$ cat src/rtl/fifo_axis_pkg.sv
// Shared constants and helpers for the FIFO <-> AXI4-Stream bridge.
package fifo_axis_pkg;

  localparam int BUF_DEPTH = 2;
  localparam int BUF_CNT_W = $clog2(BUF_DEPTH + 1);

  // Width of a counter that must hold 0..pkt_len.
  function automatic int cnt_w(input int pkt_len);
    return $clog2(pkt_len + 1);
  endfunction

endpackage

$ cat src/rtl/axis_skid_buf.sv
// Two-entry output buffer; entry 0 drives out_*. Latency 1 cycle from push to out_valid.
// Backpressure: holds data stable while out_valid && !out_ready; caller must not push when count == BUF_DEPTH.
module axis_skid_buf
  import fifo_axis_pkg::*;
#(
  parameter int DW       = 32,
  parameter bit HAS_LAST = 1'b0
) (
  input  logic                 clk,
  input  logic                 rst,
  input  logic                 in_valid,
  input  logic [DW-1:0]        in_data,
  input  logic                 in_last,
  output logic                 out_valid,
  input  logic                 out_ready,
  output logic [DW-1:0]        out_data,
  output logic                 out_last,
  output logic [BUF_CNT_W-1:0] count
);

  localparam int EW = HAS_LAST ? DW + 1 : DW;
  localparam logic [BUF_CNT_W-1:0] FULL = BUF_CNT_W'(BUF_DEPTH);

  logic [EW-1:0] in_ent;
  logic [EW-1:0] ent0;
  logic [EW-1:0] ent1;
  logic          beat;

  // The tlast bit rides along as the top bit of each entry only when framing is built.
  if (HAS_LAST) begin : g_last
    assign in_ent   = {in_last, in_data};
    assign out_last = ent0[DW];
  end else begin : g_nolast
    logic unused_last;
    assign unused_last = in_last;
    assign in_ent      = in_data;
    assign out_last    = 1'b0;
  end

  assign out_valid = (count != '0);
  assign out_data  = ent0[DW-1:0];
  assign beat      = out_valid && out_ready;

  always_ff @(posedge clk or negedge rst) begin
    if (!rst) begin
      count <= '0;
      ent0  <= '0;
      ent1  <= '0;
    end else begin
      unique case ({in_valid, beat})
        2'b10: begin
          if (count == '0) ent0 <= in_ent;
          else             ent1 <= in_ent;
          count <= count + 1'b1;
        end
        2'b01: begin
          ent0  <= ent1;
          count <= count - 1'b1;
        end
        2'b11: begin
          if (count == FULL) begin
            ent0 <= ent1;
            ent1 <= in_ent;
          end else begin
            ent0 <= in_ent;
          end
        end
        default: ;
      endcase
    end
  end

endmodule

$ cat src/rtl/fifo_axis_bridge.sv
// FIFO read port -> AXI4-Stream master (1-cycle latency, 2-entry buffer, tready never reaches fifo_rena);
// AXI4-Stream slave -> FIFO write port (combinational, stalls on fifo_full). Optional framing: FIFO_AXIS_TLAST_EN.
module fifo_axis_bridge
  import fifo_axis_pkg::*;
#(
  parameter int C_DATA_WIDTH = 32,
  parameter int PKT_LEN      = 16
) (
  input  logic                    clk,
  input  logic                    rst,
  input  logic [C_DATA_WIDTH-1:0] fifo_rdata,
  input  logic                    fifo_empty,
  output logic                    fifo_rena,
  output logic [C_DATA_WIDTH-1:0] fifo_wdata,
  input  logic                    fifo_full,
  output logic                    fifo_wena,
  output logic [C_DATA_WIDTH-1:0] m_axis_tdata,
  output logic                    m_axis_tvalid,
  input  logic                    m_axis_tready,
  output logic                    m_axis_tlast,
  input  logic [C_DATA_WIDTH-1:0] s_axis_tdata,
  input  logic                    s_axis_tvalid,
  output logic                    s_axis_tready
);

  localparam logic [BUF_CNT_W-1:0] FULL = BUF_CNT_W'(BUF_DEPTH);

  logic [BUF_CNT_W-1:0] buf_cnt;
  logic                 pop_last;

  // Pop decision depends only on registered occupancy; rst gating keeps the FIFO untouched in reset.
  assign fifo_rena = rst && !fifo_empty && (buf_cnt < FULL);

`ifdef FIFO_AXIS_TLAST_EN
  localparam bit HAS_LAST = 1'b1;
  localparam int CW       = cnt_w(PKT_LEN);

  logic [CW-1:0] beat_cnt;
  int            pos;

  // Stream position of the popped word = beats already sent in this packet + entries queued ahead.
  // pos never exceeds PKT_LEN+1, so at most two wraps need matching (only PKT_LEN=1 reaches the third term).
  always_comb begin
    pos      = int'(beat_cnt) + int'(buf_cnt);
    pop_last = (pos == PKT_LEN - 1) || (pos == 2 * PKT_LEN - 1) || (pos == 3 * PKT_LEN - 1);
  end

  always_ff @(posedge clk or negedge rst) begin
    if (!rst) begin
      beat_cnt <= '0;
    end else if (m_axis_tvalid && m_axis_tready) begin
      beat_cnt <= m_axis_tlast ? '0 : beat_cnt + 1'b1;
    end
  end
`else
  localparam bit HAS_LAST = 1'b0;
  assign pop_last = 1'b0;
`endif

  axis_skid_buf #(
    .DW       (C_DATA_WIDTH),
    .HAS_LAST (HAS_LAST)
  ) u_buf (
    .clk       (clk),
    .rst       (rst),
    .in_valid  (fifo_rena),
    .in_data   (fifo_rdata),
    .in_last   (pop_last),
    .out_valid (m_axis_tvalid),
    .out_ready (m_axis_tready),
    .out_data  (m_axis_tdata),
    .out_last  (m_axis_tlast),
    .count     (buf_cnt)
  );

  assign s_axis_tready = !fifo_full;
  assign fifo_wena     = s_axis_tvalid && !fifo_full;
  assign fifo_wdata    = s_axis_tdata;

endmodule
$ cat config.mk
export PLATFORM = sky130hd
export DESIGN_NAME = fifo_axis_bridge
export DESIGN_NICKNAME = d
export VERILOG_FILES = /design/src/rtl/fifo_axis_pkg.sv /design/src/rtl/axis_skid_buf.sv /design/src/rtl/fifo_axis_bridge.sv
export SDC_FILE = /design/constraint.sdc
export NUM_CORES = 1
export LEC_CHECK = 0
export CORE_MARGIN = 4
export CORE_UTILIZATION = 43
export CTS_CLUSTER_SIZE = 20
export DETAILED_ROUTE_END_ITERATION = 8
export MAX_ROUTING_LAYER = met4
export PLACE_DENSITY = 0.8
export SYNTH_ARGS = -nofsm -noshare
export SYNTH_HDL_FRONTEND = slang
export SYNTH_HIERARCHICAL = 1
export SYNTH_SLANG_ARGS = --single-unit
$ cat constraint.sdc
create_clock -name clk -period 2.55 [get_ports clk]
set_input_delay 0.255 -clock clk [delete_from_list [all_inputs] [get_ports clk]]
set_output_delay 0.255 -clock clk [all_outputs]
set_load 0.05 [all_outputs]
-- After elaboration in Yosys (flattened, before gate mapping)
Cells that the tools add are included.
- bits in registers: 66
- input port bits: 70
- output and inout port bits: 69
- logic and storage cells: 33
- add/subtract/negate cells: 2
- order comparisons: 1
- eq/ne operators: 7
- mux-type cells: 7
- reductions and logical operators: 13
- operators with widths (operator ; count):
    two-way mux 32 bit ; 4
    one-hot mux 32 bit (3 select lines) ; 1
    one-hot mux 32 bit (2 select lines) ; 1
    equality test 2 bit (second input constant) ; 3
    nonzero test 2 bit ; 3
    logical AND 1 bit ; 4
    != test 2 x 1 -> 1 bit (second input constant) ; 2
    one-hot mux 2 bit (2 select lines) ; 1
    AND reduction 3 bit ; 1
    nonzero test 3 bit ; 1
    adder 2 x 1 -> 2 bit (second input constant) ; 1
    equality test 2 x 1 -> 1 bit (second input constant) ; 1
    zero test 1 bit ; 2
    zero test 2 bit ; 1
    less-than comparator 2 bit (second input constant) ; 1
    != test 2 bit (second input constant) ; 1
    AND reduction 2 bit ; 1
    subtractor 2 x 1 -> 2 bit (second input constant) ; 1

-- Depth between registers and ports, before layout
- depth after elaboration: 6
- mapped depth: 9
- gate-level depth less buffers: 6

-- Hierarchy
The synthesis kept the hierarchy.
- by module, submodules not included (module ; times used ; cells an instance ; area an instance (um2) ; sequential area each (um2)):
    axis_skid_buf ; 1 ; 272 ; 3106.7 ; 1651.6
    fifo_axis_bridge ; 1 ; 36 ; 266.5 ; 0.0

-- Worst setup path before layout
OpenSTA, ideal clock, no wires.
- path type: reg2reg
- start: register u_buf.count[1]
- end: register u_buf.ent0[10] (netlist: u_buf/out_data[10])
- setup time: 0.082 ns
- arrival: 2.395 ns
- data required time: 2.468 ns
- slack: 0.073 ns
- cell stages (with the launch flop): 8
- buffers on the path: 1
- period minus slack after synthesis: 2.477 ns
- cell sequence: dfrtp_1 > nor3b_2 > inv_1 > ha_1 > nand2b_1 > clkbuf_1 > nand3_1 > a31oi_1
- cells in the longest elaborated chain, start to end: 5
- elaborated cells on any way between the ends: 14
- ends and longest elaborated chain (item ; line ; text):
    start: declaration ; axis_skid_buf.sv:18 ; output logic [BUF_CNT_W-1:0] count
    start signal: assignment ; axis_skid_buf.sv:54 ; count <= count + 1'b1;
    start signal: assignment ; axis_skid_buf.sv:58 ; count <= count - 1'b1;
    less-than comparator 2 bit * ; fifo_axis_bridge.sv:32 ; assign fifo_rena = rst && !fifo_empty && (buf_cnt < FULL);
    logical AND 1 bit * ; fifo_axis_bridge.sv:32 ;
    net fifo_rena ; fifo_axis_bridge.sv:13 ; output logic fifo_rena,
    equality test 2 bit or equality test 2 x 1 -> 1 bit (tied branches) ; axis_skid_buf.sv:50 ; unique case ({in_valid, beat})
    != test 2 x 1 -> 1 bit (no source line) or nonzero test 3 bit (tied branches) ; n/a ;
    AND reduction 2 bit (no source line) ; n/a ;
    end signal: assignment ; axis_skid_buf.sv:52 ; if (count == '0) ent0 <= in_ent;
    end signal: assignment ; axis_skid_buf.sv:57 ; ent0 <= ent1;
    end signal: assignment ; axis_skid_buf.sv:62 ; ent0 <= ent1;
    end: declaration ; axis_skid_buf.sv:25 ; logic [EW-1:0] ent0;
The timed path passes the listed nets; every way through them passes the cells marked *.
A chain may end at the register's enable or synchronous reset.

-- Worst setup path in the final report
- start: register u_buf.count[1]
- end: register u_buf.ent0[25] (netlist: u_buf/out_data[25])
- cells in the longest elaborated chain, start to end: 5
- elaborated cells on any way between the ends: 14
- ends and longest elaborated chain (item ; line):
    less-than comparator 2 bit or nonzero test 2 bit (tied branches) ; fifo_axis_bridge.sv:32, axis_skid_buf.sv:40
    logical AND 1 bit (on tied branches) ; fifo_axis_bridge.sv:32, axis_skid_buf.sv:42
    equality test 2 bit or equality test 2 x 1 -> 1 bit (tied branches) ; axis_skid_buf.sv:50
    != test 2 x 1 -> 1 bit (no source line) or nonzero test 3 bit (tied branches) ; n/a
    AND reduction 2 bit (no source line) ; n/a
Parallel ways exist; a longest one is shown, timed or not.

==> results by group <==
Die
  – # IOs: 139
  – Row cnt: 32
  – Initial Utilization: 43.8%
  – Die area: 9320 um2
  – Die H: 96.5 um
  – Core area: 7690 um2
  – Die W: 96.5 um

Min path
  – Min-Delay Path Class: input port to async pin

Route
  – Via-to-Cell Ratio: 5.52
  – Initial drt markers: 142
  – Vias: 2,507
  – Routed Antenna Nets: 0
  – # DRC: 0
  – Drt pass-1 iters: 4
  – Routed length per placed instance: 18.6 um
  – Overall routed net length: 8.43 mm

CTS
  – CTS Buf Count: 9
  – Root Buffer: clkbuf_8
  – TritonCTS clock tree: built
  – Post_cts resized: 0
  – Clk_lat worst skew: 0.34 ns
  – Post-CTS setup buffers: 0
  – Clock sinks: 66
  – Hold buffers post-CTS: 0
  – Clock slew at reported path FFs: 0.08 ns
  – H-tree depth: 3
  – Clock tree buffer depth: 2

STA
  – Final count of hold timing violations: 0
  – Max-slew violation count: 0
  – Clk_skew: 0.00983 ns
  – RSZ-0062 raised after global routing: no
  – Worst-margin pin slew: 0.831 ns
  – Period utilization: 91.9%
  – Final WS setup: 0.207 ns
  – Tmin final: 2.34 ns
  – Setup Viol. Count Final: 0
  – Post-route setup TNS: 0 ns
  – Rel. slew slack: 44.6%
  – Fmax: 0.427 GHz

Yosys
  – Synth Net Count: 380
  – Synth Warn #: 6
  – Synth Instances: 307
  – Netlist Area Pre-Place: 3370 um2
  – Syn_area_per_cell: 11.0 um2

Setup path
  – Crit. End Element: flip-flop
  – Critical Path Fanout Max: 18
  – Arrival time worst endpoint: 2.59 ns
  – Critical Path Start Type: flip-flop
  – FF-to-FF setup slack: 0.21 ns
  – WS Path Type: flip-flop to flip-flop
  – Crit path required time: 2.79 ns

Placement
  – DP HPWL: 5.51 mm
  – I/O Buffers: 73
  – # placed instances: 438
  – Placement-stage worst setup slack: 0.126 ns
  – Gpl congestion: 0.795
  – Placed instance area: 4000 um2

Finish
  – Non-Filler Instances: 454
  – # fillers: 678
  – Area Growth Syn to Fin: 25.1%
  – Post-route cell area: 4210 um2
  – Nets@finish: 420
  – Layout cells sized above 1: 19.6%
  – N_diodes: 0

Pwr
  – Maximum vdd drop: 793 uV
  – P per Cell Area: 1430 nW/um2
  – Leak pwr: 0.00174 uW
  – Power, Total: 6030 uW

Global routing
  – Largest net degree at the start of global routing: 67
  – All-Layer GR Usage: 19.3%
  – Number of global-route vias before repair: 2,563
  – GRT overflow: 0
  – Initial antenna violation count: 0
  – First-pass GRT wire length: 13.0 mm

Outcome
  – Outcome: complete, no violations

Run
  – MaxCap Viol Count: 0
where the power goes:
group,switching [uW],total [uW],internal (uW)
sequential,344,1930,1590
combinational,1800,3120,1310
clock,403,977,574
routing by layer:
layer / track usage, % / vias to the layer above / routed length, um
met2: 31.1 / 111 / 4250
met3: 4.65 / 21 / 674
met1: 23.0 / 1229 / 3350
li1: - / 1146 / -
met5: - / - / 0
met4: 8.29 / 0 / 155
area by class of cell:
class / instances / area, um2 / share of cell area, %
Inverter: 3 / 11.3 / 0.267
Timing Repair Buffer: 88 / 873 / 20.7
Clock buffer: 11 / 141 / 3.36
Clock inverter: 5 / 77.6 / 1.84
Sequential cell: 66 / 1650 / 39.2
Tap cell: 102 / 128 / 3.03
Multi-Input combinational cell: 179 / 1330 / 31.6
metrics by stage:
step	hold WS [ns]	util (%)
after floorplan	-0.0406	-
after global placement	0.483	52.0
after detailed placement	0.486	52.0
after CTS	0.150	54.8
after global routing	0.192	54.8
final	0.132	54.8
cell usage in the layout, fill, tap and decap left out, drive strengths merged:
cell type and n:
o21ai 33, ha 3, clkbuf 11, xnor2 2, bufinv 2, conb 1
nor3 32, o211a 1, a31oi 32, buf 17, clkinv 2, nand2 1
nand2b 1, and3b 1, inv 3, nand3b 1, nor2 1, or2 1
clkinvlp 1, mux2 32, nand3 32, clkdlybuf4s50 71, dfrtp 66, nor3b 2
nor2b 1, xor2 1, o21a 1
path summary, 6_finish.rpt:
path,startpoint,endpoint,depth (start not counted)
max,u_buf/count[1],u_buf/out_data[25],7
max reg2reg,u_buf/count[1],u_buf/out_data[25],7
min reg2reg,u_buf/ent1[0],u_buf/ent1[0],1
max in group asynchronous,rst,u_buf/ent1[20],2
min,rst,u_buf/ent1[8],2
min in group clk,u_buf/ent1[0],u_buf/ent1[0],1
critical path, cell delays in order, from the launching register on:
cell and delay (ns):
dfrtp_1 0.50, nor3b_2 0.50, inv_1 0.15, ha_1 0.37, nand2b_1 0.15, buf_4 0.24
nand3_1 0.11, a31oi_1 0.22
sequential cells by signal, summed over array words and instances (netlist names):
name	count
u_buf/count	2
u_buf/out_data	32
u_buf/ent1	32
Note: power is estimated with default switching activity, not from simulation.
